===== config.mk =====
export PLATFORM = sky130hd
export DESIGN_NAME = tempo_para_segundos
export DESIGN_NICKNAME = d
export VERILOG_FILES = /design/src/rtl/tempo_para_segundos.sv
export SDC_FILE = /design/constraint.sdc
export NUM_CORES = 1
export LEC_CHECK = 0
export CAP_MARGIN = 15
export CORE_MARGIN = 3
export CORE_UTILIZATION = 61
export CTS_CLUSTER_DIAMETER = 80
export CTS_CLUSTER_SIZE = 14
export DETAILED_ROUTE_END_ITERATION = 16
export PLACE_DENSITY = 0.93
export SYNTH_ARGS = -nofsm -noshare
export SYNTH_HDL_FRONTEND = slang
export SYNTH_SLANG_ARGS = --single-unit
export TNS_END_PERCENT = 30

===== constraint.sdc =====
create_clock -name clk -period 8.8 [get_ports clk]
set_input_delay 2.2 -clock clk [delete_from_list [all_inputs] [get_ports clk]]
set_output_delay 2.2 -clock clk [all_outputs]
set_load 0.02 [all_outputs]

===== src/rtl/tempo_para_segundos.sv =====
// tempo_para_segundos
//   Packs a calendar breakdown (anos/meses/dias/horas/minutos/segundos, with a
//   365-day year and a 30-day month) back into a total count of seconds.
//   One field is multiplied and accumulated per clock, under a
//   start/busy/done handshake.
//
//   Optional build macro: VALIDA_CAMPOS_EN
//     defined   -> fields are range-checked when a request is accepted. An
//                  out-of-range field sets erro and skips the arithmetic.
//     undefined -> no range checks are built and erro is tied to 0.
//
// Ports
//   clk        in   clock, rising edge
//   rst_n      in   asynchronous active-low reset
//   start      in   request, accepted only in IDLE
//   anos..segundos  in [W_CAMPO]  input fields
//   busy       out  conversion in progress (states ANO..SEG)
//   done       out  one-cycle pulse, result valid
//   total_seg  out  [W_SEG] result (low W_SEG bits of the full sum)
//   ovf        out  full sum did not fit in W_SEG bits
//   erro       out  field out of range (VALIDA_CAMPOS_EN builds only)
//
// State | meaning
//   IDLE  | waiting for start
//   ANO   | acc += anos    * SEG_ANO
//   MES   | acc += meses   * SEG_MES
//   DIA   | acc += dias    * SEG_DIA
//   HORA  | acc += horas   * 3600
//   MIN   | acc += minutos * 60
//   SEG   | acc += segundos; result registered when leaving this state
//   DONE  | done pulse
module tempo_para_segundos #(
  parameter int W_SEG   = 32,
  parameter int W_CAMPO = 8,
  parameter int SEG_ANO = 31536000,
  parameter int SEG_MES = 2592000,
  parameter int SEG_DIA = 86400
) (
  input  logic               clk,
  input  logic               rst_n,
  input  logic               start,
  input  logic [W_CAMPO-1:0] anos,
  input  logic [W_CAMPO-1:0] meses,
  input  logic [W_CAMPO-1:0] dias,
  input  logic [W_CAMPO-1:0] horas,
  input  logic [W_CAMPO-1:0] minutos,
  input  logic [W_CAMPO-1:0] segundos,
  output logic               busy,
  output logic               done,
  output logic [W_SEG-1:0]   total_seg,
  output logic               ovf,
  output logic               erro
);

  // Wide enough that the worst-case sum of all six products never wraps.
  localparam int W_ACC = W_SEG + W_CAMPO + 3;

  typedef enum logic [2:0] {
    S_IDLE, S_ANO, S_MES, S_DIA, S_HORA, S_MIN, S_SEG, S_DONE
  } state_t;

  state_t             state_q, state_d;
  logic [W_ACC-1:0]   acc_q, acc_d;
  logic [W_CAMPO-1:0] anos_q, meses_q, dias_q, horas_q, min_q, seg_q;
  logic [W_CAMPO-1:0] anos_d, meses_d, dias_d, horas_d, min_d, seg_d;
  logic [W_SEG-1:0]   total_q, total_d;
  logic               ovf_q, ovf_d, erro_q, erro_d;

  logic [W_CAMPO-1:0] campo;
  logic [W_ACC-1:0]   peso;
  logic [W_ACC-1:0]   acc_soma;
  logic               campo_inv;

`ifdef VALIDA_CAMPOS_EN
  assign campo_inv = (meses   > W_CAMPO'(11)) || (dias     > W_CAMPO'(29)) ||
                     (horas   > W_CAMPO'(23)) || (minutos  > W_CAMPO'(59)) ||
                     (segundos > W_CAMPO'(59));
`else
  assign campo_inv = 1'b0;
`endif

  // A single shared multiplier: the current state selects the field and its weight.
  always_comb begin
    campo = '0;
    peso  = '0;
    case (state_q)
      S_ANO:  begin campo = anos_q;  peso = W_ACC'(SEG_ANO); end
      S_MES:  begin campo = meses_q; peso = W_ACC'(SEG_MES); end
      S_DIA:  begin campo = dias_q;  peso = W_ACC'(SEG_DIA); end
      S_HORA: begin campo = horas_q; peso = W_ACC'(3600);    end
      S_MIN:  begin campo = min_q;   peso = W_ACC'(60);      end
      S_SEG:  begin campo = seg_q;   peso = W_ACC'(1);       end
      default: ;
    endcase
    acc_soma = acc_q + (W_ACC'(campo) * peso);
  end

  always_comb begin
    state_d = state_q;
    acc_d   = acc_q;
    anos_d  = anos_q;
    meses_d = meses_q;
    dias_d  = dias_q;
    horas_d = horas_q;
    min_d   = min_q;
    seg_d   = seg_q;
    total_d = total_q;
    ovf_d   = ovf_q;
    erro_d  = erro_q;
    case (state_q)
      S_IDLE: begin
        if (start) begin
          acc_d  = '0;
          ovf_d  = 1'b0;
          erro_d = campo_inv;
          if (campo_inv) begin
            // Skip the arithmetic: SEG with all-zero fields yields a zero result next edge.
            anos_d = '0; meses_d = '0; dias_d = '0;
            horas_d = '0; min_d = '0; seg_d = '0;
            state_d = S_SEG;
          end else begin
            anos_d = anos; meses_d = meses; dias_d = dias;
            horas_d = horas; min_d = minutos; seg_d = segundos;
            state_d = S_ANO;
          end
        end
      end
      S_ANO:  begin acc_d = acc_soma; state_d = S_MES;  end
      S_MES:  begin acc_d = acc_soma; state_d = S_DIA;  end
      S_DIA:  begin acc_d = acc_soma; state_d = S_HORA; end
      S_HORA: begin acc_d = acc_soma; state_d = S_MIN;  end
      S_MIN:  begin acc_d = acc_soma; state_d = S_SEG;  end
      S_SEG: begin
        acc_d   = acc_soma;
        total_d = acc_soma[W_SEG-1:0];
        ovf_d   = |acc_soma[W_ACC-1:W_SEG];
        state_d = S_DONE;
      end
      S_DONE:  state_d = S_IDLE;
      default: state_d = S_IDLE;
    endcase
  end

  always_ff @(posedge clk or negedge rst_n) begin
    if (!rst_n) begin
      state_q <= S_IDLE;
      acc_q   <= '0;
      anos_q  <= '0;
      meses_q <= '0;
      dias_q  <= '0;
      horas_q <= '0;
      min_q   <= '0;
      seg_q   <= '0;
      total_q <= '0;
      ovf_q   <= 1'b0;
      erro_q  <= 1'b0;
    end else begin
      state_q <= state_d;
      acc_q   <= acc_d;
      anos_q  <= anos_d;
      meses_q <= meses_d;
      dias_q  <= dias_d;
      horas_q <= horas_d;
      min_q   <= min_d;
      seg_q   <= seg_d;
      total_q <= total_d;
      ovf_q   <= ovf_d;
      erro_q  <= erro_d;
    end
  end

  assign busy      = (state_q != S_IDLE) && (state_q != S_DONE);
  assign done      = (state_q == S_DONE);
  assign total_seg = total_q;
  assign ovf       = ovf_q;
  assign erro      = erro_q;

endmodule


# Word level (Yosys, flattened, before mapping)
# Cells that the tools add are included.
[op_classes]
mul = 1
bitwise = 0
eq_ne = 9
shifts = 0
n_mux = 8
n_addsub = 1
n_lt_le_gt_ge = 0
div_mod_pow = 0
reduce_logical = 10
[ops]
columns = ["op", "n"]
rows = [
  ["$pmux 25 s6", 1],
  ["$pmux 43 s2", 1],
  ["$pmux 8 s6", 1],
  ["$add 43x43->43", 1],
  ["$mul 8x43->43", 1],
  ["$mux 43", 1],
  ["$pmux 3 s8", 1],
  ["$eq 3x3->1 const B", 4],
  ["$reduce_or 11->1", 1],
  ["$eq 3x2->1 const B", 2],
  ["$reduce_and 2->1", 3],
  ["$reduce_or 6->1", 1],
  ["$reduce_bool 2->1", 2],
  ["$eq 3x1->1 const B", 1],
  ["$logic_not 3->1", 1],
  ["$mux 3", 1],
  ["$ne 3x3->1 const B", 1],
  ["$reduce_bool 3->1", 1],
  ["$ne 2x2->1 const B", 1],
  ["$pmux 1 s2", 1],
  ["$logic_and 1x1->1", 1],
  ["$mux 1", 1],
]
[word_totals]
reg_bits = 127
memories = 0
inputBits = 51
output_inout_bits = 36
ramBits = 0
latchBits = 0
mem_bits_ro = 0

# Depth between registers and ports, before layout
# Gate-level depths: netlist of run 1.
[logic_depth]
depth_word = 6
mapped_depth = 26

# Worst setup path after synthesis of run 1
# OpenSTA, ideal clock, no wires.
[synth_timing]
kind = "flip-flop to flip-flop"
start = "register state_q[2]"
end = "register ovf_q (netlist: ovf)"
setup_time_ps = 88
period_less_slack_ps = 6472
required_ps = 8712
arrival_time_ps = 6384
path_slack_ps = 2328
n_path_buf = 2
path_stages_with_launch = 26
path_cell_list = "dfrtp_1 nand2b_1 clkbuf_1 nor2_1 and2_1 nor2_1 nor4bb_1 or2_1 mux2_2 ha_1 o21bai_1 fa_1 inv_1 fa_1 fa_1 inv_1 ha_1 buf_2 a21oi_1 o21ai_0 or3_1 a311o_1 a31o_2 nand2b_1 mux2_2 a41oi_1"
[synth_between]
elab_chain_cells = 6
[synth_rtl]
columns = ["element", "line", "source"]
rows = [
  ["start: declaration", "62", "state_t state_q, state_d;"],
  ["start signal: assignment", "158", "state_q <= state_d;"],
  ["$eq 3x3->1 (tied with other cells)", "86, 110", ""],
  ["$pmux 8 s6 or $pmux 25 s6 (tied branches)", "86", "case (state_q)"],
  ["$mul 8x43->43", "95", "acc_soma = acc_q + (W_ACC'(campo) * peso);"],
  ["$add 43x43->43", "95", ""],
  ["$reduce_or 11->1", "136", "ovf_d = |acc_soma[W_ACC-1:W_SEG];"],
  ["$pmux 1 s2", "110", "case (state_q)"],
  ["end signal: assignment", "167", "ovf_q <= ovf_d;"],
  ["end: declaration", "67", "logic ovf_q, ovf_d, erro_q, erro_d;"],
]
# Parallel ways exist; a longest one is shown, timed or not.
# A chain may end at the register's enable or synchronous reset.

# Worst setup path after layout of run 1
[layout_timing]
start = "register state_q[0]"
end = "register ovf_q (netlist: ovf)"
# Same word-level chain as after synthesis.

==> results.md, run 1 <==
- Vias in the first global route: 9169
- Fin util: 0.718
- Sequential cell area fraction in the yosys report: 0.280
- Htree depth: 4
- Dpl hpwl: 23.2 mm
- Clock root buffer: clkbuf_16
- Sink Count: 127
- Post-Syn Nets: 1427
- Final setup vio count: 0
- Cts hold-fix bufs: 0
- Mapped cell area: 11400 um^2
- Number of library cell types mapped by synthesis: 65
- CP startpoint kind: flip-flop
- Initial drt markers: 736
- DRC: 0
- CTS tree: built
- Area growth, synth to finish: 14.7%
- Max clock buf depth: 2
- Fin. Hold Viols: 0
- Latest clock arrival within the worst-skew pair: 0.43 ns
- Die Width: 142 um
- Pin count of the biggest net entering global routing: 74
- EDFF count, synth: 0
- Io pins: 87
- Die area: 20300 um^2
- Crit path DAT: 7.97 ns
- CP Max Fanout: 29
- Global-route wire length before repair: 47.1 mm
- Layout fillers: 1242
- Slew Viols, Final: 0
- Critical path required time: 9.09 ns
- Die Y: 142 um
- Total gr overflow: 0
- GRT Resource Usage Total: 0.302
- Relative slew slack: 0.378
- HP Class: reg2reg
- Fin nets: 1502
- Port bufs: 85
- Most common cell after layout, fill and taps aside: inv_1
- Diode count: 0
- Setup Skew: 0.0102 ns
- Fin crit share: 0.873
- Share of cells above drive strength 1: 0.0934
- Max Clk Rate: 130 MHz
- RSZ-0062 raised after global routing: no
- Core area: 18100 um^2
- Syn Area/Cell: 9.85 um^2
- Post-synth ARST share: 1.00
- Initial antenna violation count: 0
- Tightest Pin Transition: 0.933 ns
- Cell count after synthesis: 1154
- Post-route ant nets: 0
- CTS Buf Count: 17
- Crit Path Class: reg2reg
- Post-CTS Setup Repair Bufs: 0
- Clock-pin slew on the worst setup and hold paths: 0.06 ns
- Setup TNS: 0 ns
- Fin crit period: 7.68 ns
- Synth warnings: 0
- CTS resizes: 0
- Status: completed
- Routability congestion estimate: 0.990
- Via count: 8629
- Maxcap violations: 0
- Seq cells post-synth: 127
- Pre-antenna DRT Iters: 6
- Most frequent cells in the layout: inv_1 (195), fa_1 (133), dfrtp_1 (127), nand2_1 (116), ha_1 (89)
- Predominant post-synthesis flop cell: dfrtp_1
- Hold Slack: 0.480 ns
- DR vias/cell: 5.87
- Worst Setup End Kind: flip-flop
- Wirelength per Cell: 19.8 um
- Post-Route WL: 29.2 mm
- Core Rows: 49
- Starting Density: 0.626
layer usage:
metal,track usage,part of all wire
met3,0.0622,0.062
met4,0.131,0.043
met2,0.512,0.51
met5,0,0
met1,0.376,0.38
synth_stat cells, types with 18 or more instances:
master,count,area share
nand2_1,116,0.038
inv_1,195,0.064
nor2_1,53,0.018
and2_1,27,0.015
mux2_2,54,0.054
o21ai_0,80,0.035
a21o_1,19,0.013
dfrtp_1,127,0.28
xnor2_1,18,0.014
a21oi_1,39,0.017
fa_1,133,0.23
ha_1,89,0.098
clkbuf_1,33,0.011
worst paths after layout:
check | endpoint | startpoint | slack (ns) | depth (start not counted)
worst max-delay path | ovf | state_q[0] | 1.12 | 23
min in group asynchronous | total_seg[10] | rst_n | 1.81 | 1
worst min-delay path | total_seg[13] | total_seg[13] | 0.48 | 2
worst max register to register | ovf | state_q[0] | 1.12 | 23
worst min register to register | total_seg[13] | total_seg[13] | 0.48 | 2
max in group asynchronous | anos_q[1] | rst_n | 5.59 | 2
cell type report:
class,count,area (um^2),share of cell area
inverters,195,732,0.0561
flip-flops and latches,127,3180,0.244
clock buffers,22,484,0.0371
multi-input cells,795,7310,0.561
repair buffers,93,908,0.0697
clock inverters,10,134,0.0103
well taps,229,287,0.0220
stage by stage:
step / instance area, um^2 / setup WS [ns] / cells
floorplan: 11400 / 2.33 / 1154
global placement: 12400 / 1.47 / 1439
detailed placement: 12400 / 1.22 / 1439
CTS: 13000 / 1.19 / 1471
global route: 13000 / 0.608 / 1471
finish: 13000 / 1.12 / 1471
flip-flops by register name, summed over array words and instances, names as in the netlist:
register / cells
horas_q: 8
anos_q: 8
seg_q: 8
meses_q: 8
state_q: 3
dias_q: 8
min_q: 8
acc_q: 43
ovf: 1
total_seg: 32
critical path, cell delays in order (launching register included):
cell	delay [ns]
dfrtp_1	0.71
nand2b_1	0.50
nor2_1	0.22
and2_1	0.34
nor2_1	0.27
nor4bb_1	0.62
or2_1	0.22
mux2_2	0.34
ha_1	0.19
o21bai_1	0.18
fa_1	0.39
inv_1	0.08
fa_1	0.43
fa_1	0.49
inv_1	0.05
ha_1	0.39
nand2_1	0.10
nor3_1	0.26
or3b_4	0.46
a2111o_1	0.48
a2111oi_2	0.32
nor3_1	0.11
nor4_2	0.22
a41oi_1	0.15
logic make-up after synthesis:
family | after synthesis | share of synthesized area
flops | 127 | 0.280
mux | 58 | 0.0570
simple gates | 286 | 0.122
other cells | 1 | 0.000330
fa+ha+maj | 222 | 0.332
xor+xnor | 32 | 0.0247
buf+inv | 232 | 0.0772
compound gates | 196 | 0.107
Power of run 1 is left out: the tool's default activity adds up to more than one toggle a clock period on the data nets, which glitch-free logic cannot reach.
==> run 2, diff against run 1 <==
- SKIP_CTS_REPAIR_TIMING: not set -> 1
==> results of run 2 <==
The final DEF is identical to that of run 1; final timing and power are the same.
Power of run 2 is left out for the same reason.
